$ cat src/rtl/alu_issue_stage.sv
// ID/EX issue stage: decodes a MIPS instruction into ALU operands and aluctr behind a valid/ready register slice.
// Optional macro ISSUE_ILLEGAL_TRAP_EN: flag undecodable instructions on out_illegal instead of issuing a silent nop.
module alu_issue_stage #(
    parameter int DW = 32,
    parameter int CW = 5
) (
    input  logic          clk,
    input  logic          rst,
    input  logic          in_valid,
    output logic          in_ready,
    input  logic [31:0]   instr,
    input  logic [DW-1:0] rs_data,
    input  logic [DW-1:0] rt_data,
    input  logic [1:0]    fwd_a_sel,
    input  logic [1:0]    fwd_b_sel,
    input  logic [DW-1:0] exmem_res,
    input  logic [DW-1:0] memwb_res,
    input  logic          flush,
    output logic          out_valid,
    input  logic          out_ready,
    output logic [DW-1:0] alu_a,
    output logic [DW-1:0] alu_b,
    output logic [CW-1:0] aluctr,
    output logic          is_branch,
    output logic          out_illegal
);

    localparam logic [CW-1:0] ALU_ADD  = 5'b00000;
    localparam logic [CW-1:0] ALU_SUB  = 5'b00001;
    localparam logic [CW-1:0] ALU_SLT  = 5'b00010;
    localparam logic [CW-1:0] ALU_AND  = 5'b00011;
    localparam logic [CW-1:0] ALU_NOR  = 5'b00100;
    localparam logic [CW-1:0] ALU_OR   = 5'b00101;
    localparam logic [CW-1:0] ALU_XOR  = 5'b00110;
    localparam logic [CW-1:0] ALU_SLL  = 5'b00111;
    localparam logic [CW-1:0] ALU_SLTU = 5'b01000;
    localparam logic [CW-1:0] ALU_SRA  = 5'b01001;
    localparam logic [CW-1:0] ALU_SRL  = 5'b01010;
    localparam logic [CW-1:0] ALU_BGEZ = 5'b10000;
    localparam logic [CW-1:0] ALU_BGTZ = 5'b10001;
    localparam logic [CW-1:0] ALU_BLEZ = 5'b10010;
    localparam logic [CW-1:0] ALU_BLTZ = 5'b10011;
    localparam logic [CW-1:0] ALU_LUI  = 5'b10100;
    localparam logic [CW-1:0] ALU_SRAV = 5'b10101;
    localparam logic [CW-1:0] ALU_BNE  = 5'b10110;
    localparam logic [CW-1:0] ALU_JR   = 5'b10111;

    typedef enum logic [1:0] {A_ZERO, A_SRC, A_SHAMT, A_SHVAR} a_mode_e;
    typedef enum logic [1:0] {B_ZERO, B_SRC, B_SEXT, B_ZEXT}   b_mode_e;

    logic [5:0]    op;
    logic [5:0]    funct;
    logic [4:0]    rt;
    logic [4:0]    shamt;
    logic [15:0]   imm;
    logic          unused_rs;

    assign op        = instr[31:26];
    assign rt        = instr[20:16];
    assign shamt     = instr[10:6];
    assign funct     = instr[5:0];
    assign imm       = instr[15:0];
    assign unused_rs = ^instr[25:21];

    logic [DW-1:0] src_a;
    logic [DW-1:0] src_b;

    always_comb begin
        case (fwd_a_sel)
            2'd1:    src_a = exmem_res;
            2'd2:    src_a = memwb_res;
            default: src_a = rs_data;
        endcase
        case (fwd_b_sel)
            2'd1:    src_b = exmem_res;
            2'd2:    src_b = memwb_res;
            default: src_b = rt_data;
        endcase
    end

    a_mode_e       a_mode;
    b_mode_e       b_mode;
    logic [CW-1:0] dec_ctr;
    logic          dec_br;
    logic          dec_ill;

    always_comb begin
        // NOTE: every output gets a default before the case so no path leaves it unassigned (no latch).
        a_mode  = A_SRC;
        b_mode  = B_ZERO;
        dec_ctr = ALU_ADD;
        dec_br  = 1'b0;
        dec_ill = 1'b0;
        case (op)
            6'h00: begin
                b_mode = B_SRC;
                case (funct)
                    6'h20, 6'h21: dec_ctr = ALU_ADD;
                    6'h22, 6'h23: dec_ctr = ALU_SUB;
                    6'h2A:        dec_ctr = ALU_SLT;
                    6'h2B:        dec_ctr = ALU_SLTU;
                    6'h24:        dec_ctr = ALU_AND;
                    6'h25:        dec_ctr = ALU_OR;
                    6'h26:        dec_ctr = ALU_XOR;
                    6'h27:        dec_ctr = ALU_NOR;
                    6'h00: begin dec_ctr = ALU_SLL;  a_mode = A_SHAMT; end
                    6'h02: begin dec_ctr = ALU_SRL;  a_mode = A_SHAMT; end
                    6'h03: begin dec_ctr = ALU_SRA;  a_mode = A_SHAMT; end
                    6'h04: begin dec_ctr = ALU_SLL;  a_mode = A_SHVAR; end
                    6'h06: begin dec_ctr = ALU_SRL;  a_mode = A_SHVAR; end
                    6'h07: begin dec_ctr = ALU_SRAV; a_mode = A_SHVAR; end
                    6'h08, 6'h09: begin dec_ctr = ALU_JR; b_mode = B_ZERO; end
                    default: dec_ill = 1'b1;
                endcase
            end
            6'h01: begin
                dec_br = 1'b1;
                case (rt)
                    5'd1:    dec_ctr = ALU_BGEZ;
                    5'd0:    dec_ctr = ALU_BLTZ;
                    default: dec_ill = 1'b1;
                endcase
            end
            6'h02, 6'h03: a_mode = A_ZERO;
            6'h04: begin dec_ctr = ALU_SUB;  b_mode = B_SRC; dec_br = 1'b1; end
            6'h05: begin dec_ctr = ALU_BNE;  b_mode = B_SRC; dec_br = 1'b1; end
            6'h06: begin dec_ctr = ALU_BLEZ; dec_br = 1'b1; end
            6'h07: begin dec_ctr = ALU_BGTZ; dec_br = 1'b1; end
            6'h08, 6'h09, 6'h23, 6'h2B: b_mode = B_SEXT;
            6'h0A: begin dec_ctr = ALU_SLT;  b_mode = B_SEXT; end
            6'h0B: begin dec_ctr = ALU_SLTU; b_mode = B_SEXT; end
            6'h0C: begin dec_ctr = ALU_AND;  b_mode = B_ZEXT; end
            6'h0D: begin dec_ctr = ALU_OR;   b_mode = B_ZEXT; end
            6'h0E: begin dec_ctr = ALU_XOR;  b_mode = B_ZEXT; end
            6'h0F: begin dec_ctr = ALU_LUI;  b_mode = B_ZEXT; a_mode = A_ZERO; end
            default: dec_ill = 1'b1;
        endcase
        // Anything undecodable leaves the stage as a harmless add of zeros.
        if (dec_ill) begin
            a_mode  = A_ZERO;
            b_mode  = B_ZERO;
            dec_ctr = ALU_ADD;
            dec_br  = 1'b0;
        end
    end

    logic [DW-1:0] dec_a;
    logic [DW-1:0] dec_b;

    always_comb begin
        case (a_mode)
            A_SRC:   dec_a = src_a;
            A_SHAMT: dec_a = {{(DW-5){1'b0}}, shamt};
            A_SHVAR: dec_a = {{(DW-5){1'b0}}, src_a[4:0]};
            default: dec_a = '0;
        endcase
        case (b_mode)
            B_SRC:   dec_b = src_b;
            B_SEXT:  dec_b = {{(DW-16){imm[15]}}, imm};
            B_ZEXT:  dec_b = {{(DW-16){1'b0}}, imm};
            default: dec_b = '0;
        endcase
    end

    logic xfer;

    assign in_ready = !out_valid || out_ready;
    assign xfer     = in_valid && in_ready;

    always_ff @(posedge clk) begin
        // NOTE: sequential state uses non-blocking assignments so every register samples pre-edge values.
        if (rst) begin
            out_valid <= 1'b0;
            alu_a     <= '0;
            alu_b     <= '0;
            aluctr    <= '0;
            is_branch <= 1'b0;
        end else if (flush) begin
            // Data registers keep their contents; only the valid bit is killed.
            out_valid <= 1'b0;
        end else if (xfer) begin
            out_valid <= 1'b1;
            alu_a     <= dec_a;
            alu_b     <= dec_b;
            aluctr    <= dec_ctr;
            is_branch <= dec_br;
        end else if (out_ready) begin
            out_valid <= 1'b0;
        end
    end

`ifdef ISSUE_ILLEGAL_TRAP_EN
    always_ff @(posedge clk) begin
        if (rst) begin
            out_illegal <= 1'b0;
        end else if (!flush && xfer) begin
            out_illegal <= dec_ill;
        end
    end
`else
    assign out_illegal = 1'b0;
`endif

endmodule

$ cat config.mk
export PLATFORM = sky130hd
export DESIGN_NAME = alu_issue_stage
export DESIGN_NICKNAME = d
export VERILOG_FILES = /design/src/rtl/alu_issue_stage.sv
export SDC_FILE = /design/constraint.sdc
export NUM_CORES = 1
export LEC_CHECK = 0
export CAP_MARGIN = 20
export CELL_PAD_IN_SITES_DETAIL_PLACEMENT = 1
export CELL_PAD_IN_SITES_GLOBAL_PLACEMENT = 2
export CORE_UTILIZATION = 18
export CTS_BUF_LIST = sky130_fd_sc_hd__clkbuf_8
export CTS_CLUSTER_DIAMETER = 150
export DETAILED_ROUTE_END_ITERATION = 8
export HOLD_SLACK_MARGIN = 0.1
export PLACE_DENSITY_LB_ADDON = 0.2
export SETUP_SLACK_MARGIN = 0.15
export SLEW_MARGIN = 15
export SYNTH_ARGS = -nofsm -noshare
export SYNTH_HDL_FRONTEND = slang
export SYNTH_SLANG_ARGS = --single-unit
$ cat constraint.sdc
create_clock -name clk -period 2 [get_ports clk]
set_clock_uncertainty 0.05 [all_clocks]
set_input_delay 0.4 -clock clk [delete_from_list [all_inputs] [get_ports clk]]
set_output_delay 0.4 -clock clk [all_outputs]
set_load 0.05 [all_outputs]
==> impl_results.md <==
* Initial antenna violation count at 2
* Final WS setup at roughly 150 ps
* Final Slew Violations at 0
* Yosys warns at 0
* DRC at 0
* # setup viols final at 0
* CP max stage delay at about 320 ps
* Final period util at 92.4%
* Top Metal Used: met5
* Dpl hpwl at about 19000 um
* Leakage power at 3.31 nW
* First DRT Iteration DRCs at ~180
* TritonRoute pass-1 iters at 4
* Antenna Nets Post-Route at 0
* Synthesis-to-finish area growth at 88.2%
* Nets@finish at 1091
* Final Cell Area at 0.00853 mm^2
* Die Area at 0.0258 mm^2
* Total number of vias at between 5000 and 6000
* Crit-path slowest cell: a2111oi_4
* Power Dens Cells at approximately 520 mW/mm^2
* CTS tree: built
* Vias in the first global route at 6283
* Pint at 3.09 mW
* Asr flop ratio synth at 0%
* Buffers on Ports at 235
* Met3 WL at ~1500 um
* Peak Freq at 541 MHz
* Htree depth at 3
* Post-Synthesis Cell Area at 0.00453 mm^2
* Clk Latency, worst-skew pair at approximately 360 ps
* Initial core utilization at roughly 18%
* Clock share of power at between 30% and 40%
* Slew @ Worst Pin at around 520 ps
* Register share of total power at between 30% and 40%
* Routed met2 length at 12000 um
* Critical Path Sink Type: flop
* Peak VDD IR at around 0.00026 V
* Crit path kind: in -> reg
* Total of max-cap violations at 0
* Crit-path max FO at 9
* First-pass GRT wire length at 36800 um
* Top cells by count, synth: 114 x nand2_1, 72 x o21ai_0, 71 x dfxtp_1
* Tmin final at 1850 ps
* Critical path cell sequence: clkdlybuf4s15_1 > buf_6 > buf_8 > inv_2 > a21oi_2 > a2111oi_4 > o2111ai_4 > buf_6 > buf_12 > buf_16 > o21ai_2
* Register area share after synthesis at 31.4%
* Max-slew headroom at roughly two thirds
* FF+latch area at 0.00142 mm^2
* Top cell type's share of synthesized area at 31.4%
* Fillers at 2943
* CTS Buf Count at 9
* Yosys reg bits at 71
* Clock-pin slew on the worst setup and hold paths at around 90 ps
* CP Data Required Time at approximately 2300 ps
* Cell row count at 57
* Multi-input combinational cell area at 0.00309 mm^2
* Dpl cell area at ~0.0077 mm^2
* Largest cells by area after synthesis: dfxtp_1 31%, a22oi_1 11%, nand2_1 9.4%
* Synthesized area per cell at 7.12 um^2
* Leading area contributor after synthesis: dfxtp_1
* CP dominant cell by count: buf_6
* Share of post-route cells with drive strength above 1 at 25.1%
* Worst path bufs/invs at 7
* Clock root cell: clkbuf_8
* Library cells used by synthesis at 56
* Reg2Reg Setup Slack at 350 ps
* Core box area at approximately 0.025 mm^2
* Final GP Congestion at 0.848
* Routed WL per cell at 19.9 um
* Post-synth EDFFs at 0
* Largest net degree at the start of global routing at 35
* Cell with the most instances after synthesis: nand2_1
* Syn nets at 810
* Clock tree buffer depth at 2
* Pre-CTS WS at -466 ps
* Drt via density at between 4 and 5
* Final Hold Fails at 0
* Met1 Wirelength at between 10000 and 15000 um
* GRT Resource Usage Total at 18.7%
* Startpoint types: primary input
* Die Span X at 161 um
* Comb power frac at 30.5%
* Crit path max-delay family: buffers and inverters
* Clock Sinks at a little over 70
* RSZ-0062 raised after global routing: yes
* Synthesized instance count at 637
* Sw frac at 29.8%
* Total congestion overflow at 0
* Status: complete, no violations
* Total I/O pin count at 242
* Worst hold-check path type: reg -> reg
* Main synth FF type: dfxtp_1
* Hold Buf Count CTS at 0
* Routed WL at 24800 um
* Critical path arrival at 2110 ps
* Die height at 161 um
* Sw Pwr at 1.31 mW
[area by class of cell]
type                       instances  area share, %
antenna                            1         0.0293
clock buffer                      10           1.61
clock inverter                     6           1.55
inverter                           7          0.308
multi-input combinational        497           36.2
sequential                        71           16.7
tap                              324           4.75
timing repair buffer             332           38.8
[through the flow]
stage | TNS [ps] | utilization (%) | power [mW] | std cells | hold slack (ps)
after floorplan | 0 | - | 2.02 | 637 | 415
after global placement | -24930 | 31.2 | 2.72 | 1203 | 389
after detailed placement | -26780 | 31.2 | 2.74 | 1203 | 394
after CTS | 0 | 34.0 | 4.43 | 1240 | 406
after global routing | 0 | 34.8 | 4.62 | 1248 | 416
final | 0 | 34.8 | 4.40 | 1248 | 399
[worst paths after layout]
| path | from | endpoint | cells after the start |
|---|---|---|---|
| setup reg to reg | out_valid | alu_b[18] | 9 |
| setup / recovery | instr[27] | alu_a[27] | 11 |
| hold reg to reg | alu_a[30] | alu_a[30] | 2 |
| hold / removal | alu_a[30] | alu_a[30] | 2 |
[placed cells by master (no fill, tap or decap), types with 7 or more instances in the layout]
master           count
o21ai_1             29
dlygate4sd2_1       31
a21oi_1             40
nand2_1            114
nand2b_1             7
buf_6               14
buf_4              103
nand4_1             18
o21ai_0             41
a22oi_1             60
nor2_1              32
o21ai_2             17
dfxtp_1             70
buf_12              19
nand3_1             18
a31oi_1             32
clkbuf_8            10
clkdlybuf4s50_1    144
[flip-flops by register name, summed over array words and instances, names as in the netlist]
register / count
alu_b: 32
is_branch: 1
alu_a: 32
aluctr: 5
out_valid: 1
[layer usage]
metal | global-route usage (%) | up-vias
met5 | 0 | -
li1 | - | 2917
met2 | 31.5 | 179
met1 | 23.5 | 2841
met4 | 4.97 | 2
met3 | 4.65 | 23
[timing repair]
action	in CTS	in global routing
setup buffers	15	5
gates resized for setup	119	45
cloned	6	2
endpoints found under the setup margin	98	66
pin swaps	17	17
[worst min-delay path: stages (launching register included)]
cell     delay (ps)
dfxtp_1         310
nand2_1          50
o21ai_1          50
[cell families (layout without fill, tap and decap cells)]
family / after synthesis / after routing / share of synthesized area [%]
other cells: 1 / 2 / 0.0827
compound gates: 262 / 262 / 36.5
xor+xnor: 2 / 2 / 0.386
fa+ha+maj: 5 / 5 / 1.32
buf+inv: 71 / 355 / 7.07
flops: 71 / 71 / 31.4
simple gates: 225 / 227 / 23.2
[power by group through the flow]
stage / Clock (mW) / Combinational, mW / Sequential, mW
6_report: 1.61 / 1.34 / 1.45
5_1_grt: 1.72 / 1.44 / 1.45
4_1_cts: 1.67 / 1.31 / 1.45
3_5_place_dp: 0 / 1.25 / 1.49
3_3_place_gp: 0 / 1.24 / 1.48
2_1_floorplan: 0 / 0.459 / 1.56
(Power assumes the default switching activity.)
